==> config.mk <==
export PLATFORM = sky130hd
export DESIGN_NAME = div_iter
export DESIGN_NICKNAME = d
export VERILOG_FILES = /design/src/rtl/div_pkg.sv /design/src/rtl/div_step.sv /design/src/rtl/div_iter.sv
export SDC_FILE = /design/constraint.sdc
export NUM_CORES = 1
export LEC_CHECK = 0
export ABC_AREA = 1
export BUFFER_PORTS_ARGS = -buffer_cell sky130_fd_sc_hd__buf_2
export CORE_MARGIN = 3
export CORE_UTILIZATION = 40
export CTS_CLUSTER_SIZE = 28
export DETAILED_ROUTE_END_ITERATION = 7
export GPL_TIMING_DRIVEN = 1
export PLACE_DENSITY = 0.66
export SYNTH_ARGS = -nofsm -noshare
export SYNTH_HDL_FRONTEND = slang
export SYNTH_SLANG_ARGS = --single-unit
==> constraint.sdc <==
create_clock -name clk -period 14.21 [get_ports clk]
set_input_delay 2.842 -clock clk [delete_from_list [all_inputs] [get_ports clk]]
set_output_delay 2.842 -clock clk [all_outputs]
set_load 0.05 [all_outputs]
==> src/rtl/div_pkg.sv <==
// Shared types and constants for the iterative divider.
package div_pkg;

    typedef enum logic [1:0] {
        IDLE = 2'd0,
        BUSY = 2'd1,
        DONE = 2'd2
    } div_state_t;

    localparam int DIV_WIDTH = 32;
    localparam int DIV_CNT_W = $clog2(DIV_WIDTH) + 1;

endpackage

==> src/rtl/div_step.sv <==
// One radix-2 restoring step on unsigned magnitudes: shift {rem, quo} left,
// then subtract the divisor back out of rem if it fits.
module div_step
    import div_pkg::*;
#(
    parameter int WIDTH = DIV_WIDTH
) (
    input  logic [WIDTH-1:0] remIn,
    input  logic [WIDTH-1:0] quoIn,
    input  logic [WIDTH-1:0] divisor,
    output logic [WIDTH-1:0] remOut,
    output logic [WIDTH-1:0] quoOut
);

    logic [WIDTH:0] shifted;
    logic [WIDTH:0] trial;

    // rem < divisor holds between steps, so WIDTH+1 bits cover both signs of trial.
    always_comb begin
        shifted = {remIn, quoIn[WIDTH-1]};
        trial   = shifted - {1'b0, divisor};
        if (!trial[WIDTH]) begin
            remOut = trial[WIDTH-1:0];
            quoOut = {quoIn[WIDTH-2:0], 1'b1};
        end else begin
            remOut = shifted[WIDTH-1:0];
            quoOut = {quoIn[WIDTH-2:0], 1'b0};
        end
    end

endmodule

==> src/rtl/div_iter.sv <==
// Iterative restoring divider for DIV/DIVU; stalls the pipeline while busy.
//   state | meaning
//   IDLE  | waiting for a divide in E; start cycle asserts div_stall
//   BUSY  | one restoring step per cycle, WIDTH cycles
//   DONE  | result valid (ready), held while another source holds E
module div_iter
    import div_pkg::*;
#(
    parameter int WIDTH = DIV_WIDTH
) (
    input  logic               clk,
    input  logic               rst,
    input  logic               div_en,
    input  logic               signed_div,
    input  logic [WIDTH-1:0]   opa,
    input  logic [WIDTH-1:0]   opb,
    input  logic               cancel,
    input  logic               hold,
    output logic               div_stall,
    output logic               ready,
    output logic [2*WIDTH-1:0] result
);

    localparam logic [DIV_CNT_W-1:0] LastCnt = DIV_CNT_W'(WIDTH - 1);

    div_state_t           state, stateNext;
    logic [DIV_CNT_W-1:0] cnt;
    logic [WIDTH-1:0]     remReg, quoReg, divisorReg;
    logic [WIDTH-1:0]     remNext, quoNext;
    logic [WIDTH-1:0]     opaMag, opbMag;
    logic [WIDTH-1:0]     remFix, quoFix;
    logic                 negQuo, negRem;
    logic                 start;

    assign start  = div_en & ~cancel;
    assign opaMag = (signed_div && opa[WIDTH-1]) ? -opa : opa;
    assign opbMag = (signed_div && opb[WIDTH-1]) ? -opb : opb;
    assign remFix = negRem ? -remNext : remNext;
    assign quoFix = negQuo ? -quoNext : quoNext;

    div_step #(.WIDTH(WIDTH)) u_step (
        .remIn   (remReg),
        .quoIn   (quoReg),
        .divisor (divisorReg),
        .remOut  (remNext),
        .quoOut  (quoNext)
    );

    always_ff @(posedge clk or posedge rst) begin
        if (rst) state <= IDLE;
        else     state <= stateNext;
    end

    always_comb begin
        stateNext = state;
        case (state)
            IDLE: if (start) stateNext = BUSY;
            BUSY: begin
                if (cancel)              stateNext = IDLE;
                else if (cnt == LastCnt) stateNext = DONE;
            end
            DONE: if (cancel || !hold) stateNext = IDLE;
            default: stateNext = IDLE;
        endcase
    end

    always_comb begin
        div_stall = ((state == IDLE) && start) || (state == BUSY);
        ready     = (state == DONE);
    end

    // Operands are captured only on the start cycle; the result register is
    // written once, on the final step, so it stays put through DONE.
    always_ff @(posedge clk or posedge rst) begin
        if (rst) begin
            cnt        <= '0;
            remReg     <= '0;
            quoReg     <= '0;
            divisorReg <= '0;
            negQuo     <= 1'b0;
            negRem     <= 1'b0;
            result     <= '0;
        end else begin
            case (state)
                IDLE: if (start) begin
                    cnt        <= '0;
                    remReg     <= '0;
                    quoReg     <= opaMag;
                    divisorReg <= opbMag;
                    negQuo     <= signed_div & (opa[WIDTH-1] ^ opb[WIDTH-1]);
                    negRem     <= signed_div & opa[WIDTH-1];
                end
                BUSY: begin
                    cnt    <= cnt + 1'b1;
                    remReg <= remNext;
                    quoReg <= quoNext;
                    if (cnt == LastCnt && !cancel) result <= {remFix, quoFix};
                end
                default: ;
            endcase
        end
    end

endmodule

Word level (Yosys, flattened, before mapping) --
Index checks and enable logic that the tools add are counted. W data, S select, Z words.
Word-level totals: word-level logic and storage cells 56, output and inout bits 66, register bits 170, bits of input ports 70
Operators by class: multiplexer cells 17, reductions and logical operators 14, add/sub/neg operators 6, equality and inequality tests 6, bitwise operators 5
Operators with widths (count):
- $mux W32 | 7
- $neg A32 Y32 | 4
- $pmux W32 S2 | 2
- $sub A33 B32 Y33 | 1
- $pmux W6 S2 | 1
- $mux W2 | 4
- $add A6 B1 Y6 const B | 1
- $eq A6 B5 Y1 const B | 1
- $mux W6 | 1
- $pmux W2 S3 | 1
- $reduce_and A2 Y1 | 3
- $logic_and A1 B1 Y1 | 4
- $and A1 B1 Y1 | 3
- $ne A3 B3 Y1 const B | 1
- $reduce_and A3 Y1 | 1
- $eq A2 B1 Y1 const B | 1
- $eq A2 B2 Y1 const B | 1
- $logic_not A1 Y1 | 2
- $logic_not A2 Y1 | 1
- $logic_or A1 B1 Y1 | 2
- $ne A2 B1 Y1 const B | 1
- $ne A2 B2 Y1 const B | 1
- $reduce_bool A2 Y1 | 1
- $mux W1 | 1
- other kinds (2) | 2

Longest topological paths before layout --
depth in word-level cells 4, depth in mapped cells 32, gate-level depth less buffers 31

Cells and area by module --
From an unflattened synthesis, not the netlist that was laid out.
Second synthesis, totals: cells, all modules 2172, area, all modules 13505.5 sq um
By module, submodules not included:
- div_iter | cells an instance 1461, area an instance 10122.2 sq um, seq. area each 4254.1 sq um, times used 1
- div_step | cells an instance 711, area an instance 3383.2 sq um, seq. area each 0.0 sq um, times used 1

Worst setup path after synthesis --
Ideal clock, no wire load.
path kind input-to-output, start input port cancel, end output port div_stall, path buffers 1, data arrival time 4.210 ns, stages 6, setup slack 7.158 ns, required time 11.368 ns, cell sequence inv_1 nand3_1 inv_1 nor2_1 clkinv_1 clkbuf_1
On the way: longest elaborated chain between the ends 4
RTL lines:
- from (decl) | line div_iter.sv:17 | input logic cancel,
- $not A1 Y1 | line div_iter.sv:35 | assign start = div_en & ~cancel;
- $and A1 B1 Y1 | line div_iter.sv:35
- $logic_and A1 B1 Y1 | line div_iter.sv:68 | div_stall = ((state == IDLE) && start) || (state == BUSY);
- $logic_or A1 B1 Y1 | line div_iter.sv:68
- to (decl) | line div_iter.sv:19 | output logic div_stall,
No other way between the ends.

Worst setup path in the final report --
Ends and elaborated chain as after synthesis.

==> flow_summary_export.csv <==
group,metric,value,unit
run_status,outcome,"complete, but fails checks",
run_status,failed_checks,"DRC",
critical_path,endpoint_kind,"output port",
critical_path,critical_path_slowest_stage_cell,"buf_4",
sta,final_hold_violation_count,0,
floorplanning,floorplan.die_area,34900,µm²
floorplanning,die_w,187,µm
clocking,cts_setup_buffers,0,
cells_and_area,antenna_cells_inserted,0,
sta,min_period_over_period,0.540,
clocking,cts_htree_levels,4,
power,irDropWorstVdd,125,µV
clocking,cts.sinks,170,
grt,antenna_found_initial,0,
clocking,cts-resized-gates,0,
yosys,netlist_instances,2020,
cells_and_area,drive_gt1_frac,0.110,
floorplanning,die_height,187,µm
cells_and_area,fillCellCount,3377,
placement,placedInstanceArea,14100,µm²
yosys,synth_async_sr_flop_share,1.00,
hold_path,worstHoldStart,"result[52]",
grt,number_of_global_route_vias_before_repair,12500,
yosys,syn_area,13100,µm²
placement,detailed_placement_wirelength_estimate,32.9,mm
grt,globalRouteTotalUtil,0.239,
power,static-leakage-power,7.99,nW
yosys,synth-seq-cells,170,
cells_and_area,final_nets,2230,
clocking,clockBufferDepth,2,
sta,max_freq,130,MHz
floorplanning,fp.coreArea,31900,µm²
grt,grt_first_pass_wirelength,66.9,mm
critical_path,path_cells,"buf_2 -> inv_1 -> nand3_2 -> buf_4 -> inv_1 -> nor2_2 -> clkinv_1 -> buf_2",
critical_path,critical_path.max_fanout,82,
clocking,numCtsBuffers,17,
route,wirelength,42.2,mm
clocking,insertion_delay,0.44,ns
critical_path,r2r_cells,30,
critical_path,rr_endpoint,"result[26]",
yosys,synth-edff-count,0,
yosys,syn_area_per_cell,6.47,µm²
critical_path,rr_startpoint,"quoReg[31]",
placement,placed_cells,2538,
sta,report.final.slew_viol_count,0,
sta,max_slew_margin,0.179,
critical_path,r2r_setup_slack,8.88,ns
route,first_iter_violations,1181,
cells_and_area,most_used_cells_in_the_layout_excluding_fill_and_tap_cells,"nand2_1, inv_1, nor2_1",
hold_path,min_delay_worst_endpoint,"result[52]",
sta,setup_viol,0,
yosys,ys_types,47,
route,drtPass1Iterations,8,
sta,max_slew.worst_pin.slew,1.23,ns
cells_and_area,final_cell_count_no_fill,2570,
yosys,synth-warning-count,0,
hold_path,timing.hold.worst.class,"flop to flop",
sta,fin_hold_ws,0.476,ns
yosys,synth_flop_cell,"dfrtp_1",
placement,buffer_ports.inserted,135,
cells_and_area,seqCellArea,4250,µm²
clocking,root_buffer,"clkbuf_16",
critical_path,critical-path-max-stage-delay,0.60,ns
cells_and_area,fin_area,14600,µm²
placement,gp_routability_congestion,0.979,
clocking,holdBufCountCts,0,
route,post_route_ant_nets,0,
critical_path,timing_worst_setup_path_type,"input pin to output port",
critical_path,crit_required,11.37,ns
cells_and_area,areaGrowthSynthToFinish,12.1,%
route,detail_route.drc_violations,1,
clocking,tritoncts_clock_tree,"built",
cells_and_area,mostFrequentLayoutCell,"nand2_1",
clocking,cts.reportedPaths.clkPinSlew,0.07,ns
hold_path,holdPathStages,2,
sta,worst_clock_skew,0.0113,ns
cells_and_area,multiInputGateArea,7420,µm²
yosys,synthesized_netlist_net_count,2128,
sta,finalWorstPathRequiredPeriod,7.67,ns
power,pwr_cell_area,219,nW/µm²
route,num_vias,13200,
grt,maximum_number_of_pins_on_one_net_before_global_route_repair,102,
floorplanning,floorplan.initialDensity,0.410,
route,via_per_inst,5.15,
critical_path,kind_of_launch_point_of_the_worst_setup_path,"input pin",
critical_path,timing.critical_path.arrival,4.83,ns
sta,grt_setup_unrepaired,"false",
yosys,seq_area_frac_synth,0.326,
floorplanning,rows,65,
grt,gr-total-overflow,0,
flow_run,cap_violations,0,
sta,fin_setup_tns,0,ns
route,wl_per_cell,16.4,µm
floorplanning,boundaryPins,136,
Yosys cell counts, types with 14 or more instances:
library cell  count  area, µm²
a21oi_1          27        135
clkbuf_1         43        161
dfrtp_1         170       4250
ha_1             37        463
inv_1           285       1070
nand2_1         718       2700
nand2_2          19        119
nand3_1         138        691
nand4_1          22        138
nor2_1          176        661
nor3_1           25        125
o21ai_0          93        465
o221ai_1         30        263
o22ai_1          31        194
xnor2_1          14        123
xor2_1           77        674
where the power goes:
group,leakage [nW],internal (mW),switching (mW)
combinational,5.53,0.608,1.45
sequential,2.19,0.581,0.106
clock,0.265,0.245,0.216
worst max-delay path, delay by kind of cell:
family / cells / cell delay [ns]
AND/OR/NAND/NOR: 2 / 0.30
buffers and inverters: 6 / 1.65
per-layer routing:
layer / GRT usage / wire length [µm]
met1: 0.313 / 18400
met2: 0.396 / 19700
met3: 0.0485 / 2900
met4: 0.0765 / 1160
met5: 0 / 0
registers in the layout (all words and copies together), names as in the netlist:
signal      cells
divisorReg     32
negQuo          1
quoReg         32
state           2
remReg         32
result         64
negRem          1
cnt             6
stage by stage:
stage	utilization	total power [mW]	setup WS, ns
after CTS	0.459	3.18	6.55
after global routing	0.459	3.49	6.34
final	0.459	3.21	6.54
after global placement	0.441	2.69	6.56
after detailed placement	0.441	2.72	6.56
after floorplan	-	2.18	6.76
how the worst max path moves through the flow:
stage / slack (ns) / end / startpoint / cells past startpoint
floorplan: 6.76 / cnt[0] / rst / 1
global placement: 6.56 / div_stall / cancel / 8
detailed placement: 6.56 / div_stall / cancel / 8
CTS: 6.55 / div_stall / cancel / 8
global route: 6.34 / div_stall / cancel / 8
finish: 6.54 / div_stall / cancel / 8
logic make-up (layout without fill, tap and decap cells):
family,count (synthesis),count (layout),share of synthesized area
adder cells (fa/ha/maj),38,38,0.0370
buffers and inverters,357,472,0.108
AND/OR/NAND/NOR,1141,1141,0.366
AO/OA/AOI/OAI,223,223,0.103
XOR/XNOR,91,91,0.0610
flip-flops,170,170,0.326
layout make-up:
class,count,area share
multi-input cells,1493,0.507
repair buffers,144,0.0508
flip-flops and latches,170,0.291
well taps,435,0.0372
clock buffers,18,0.0293
inverters,296,0.0762
clock inverters,14,0.00940
No activity file was read; power rests on OpenSTA's default activity.
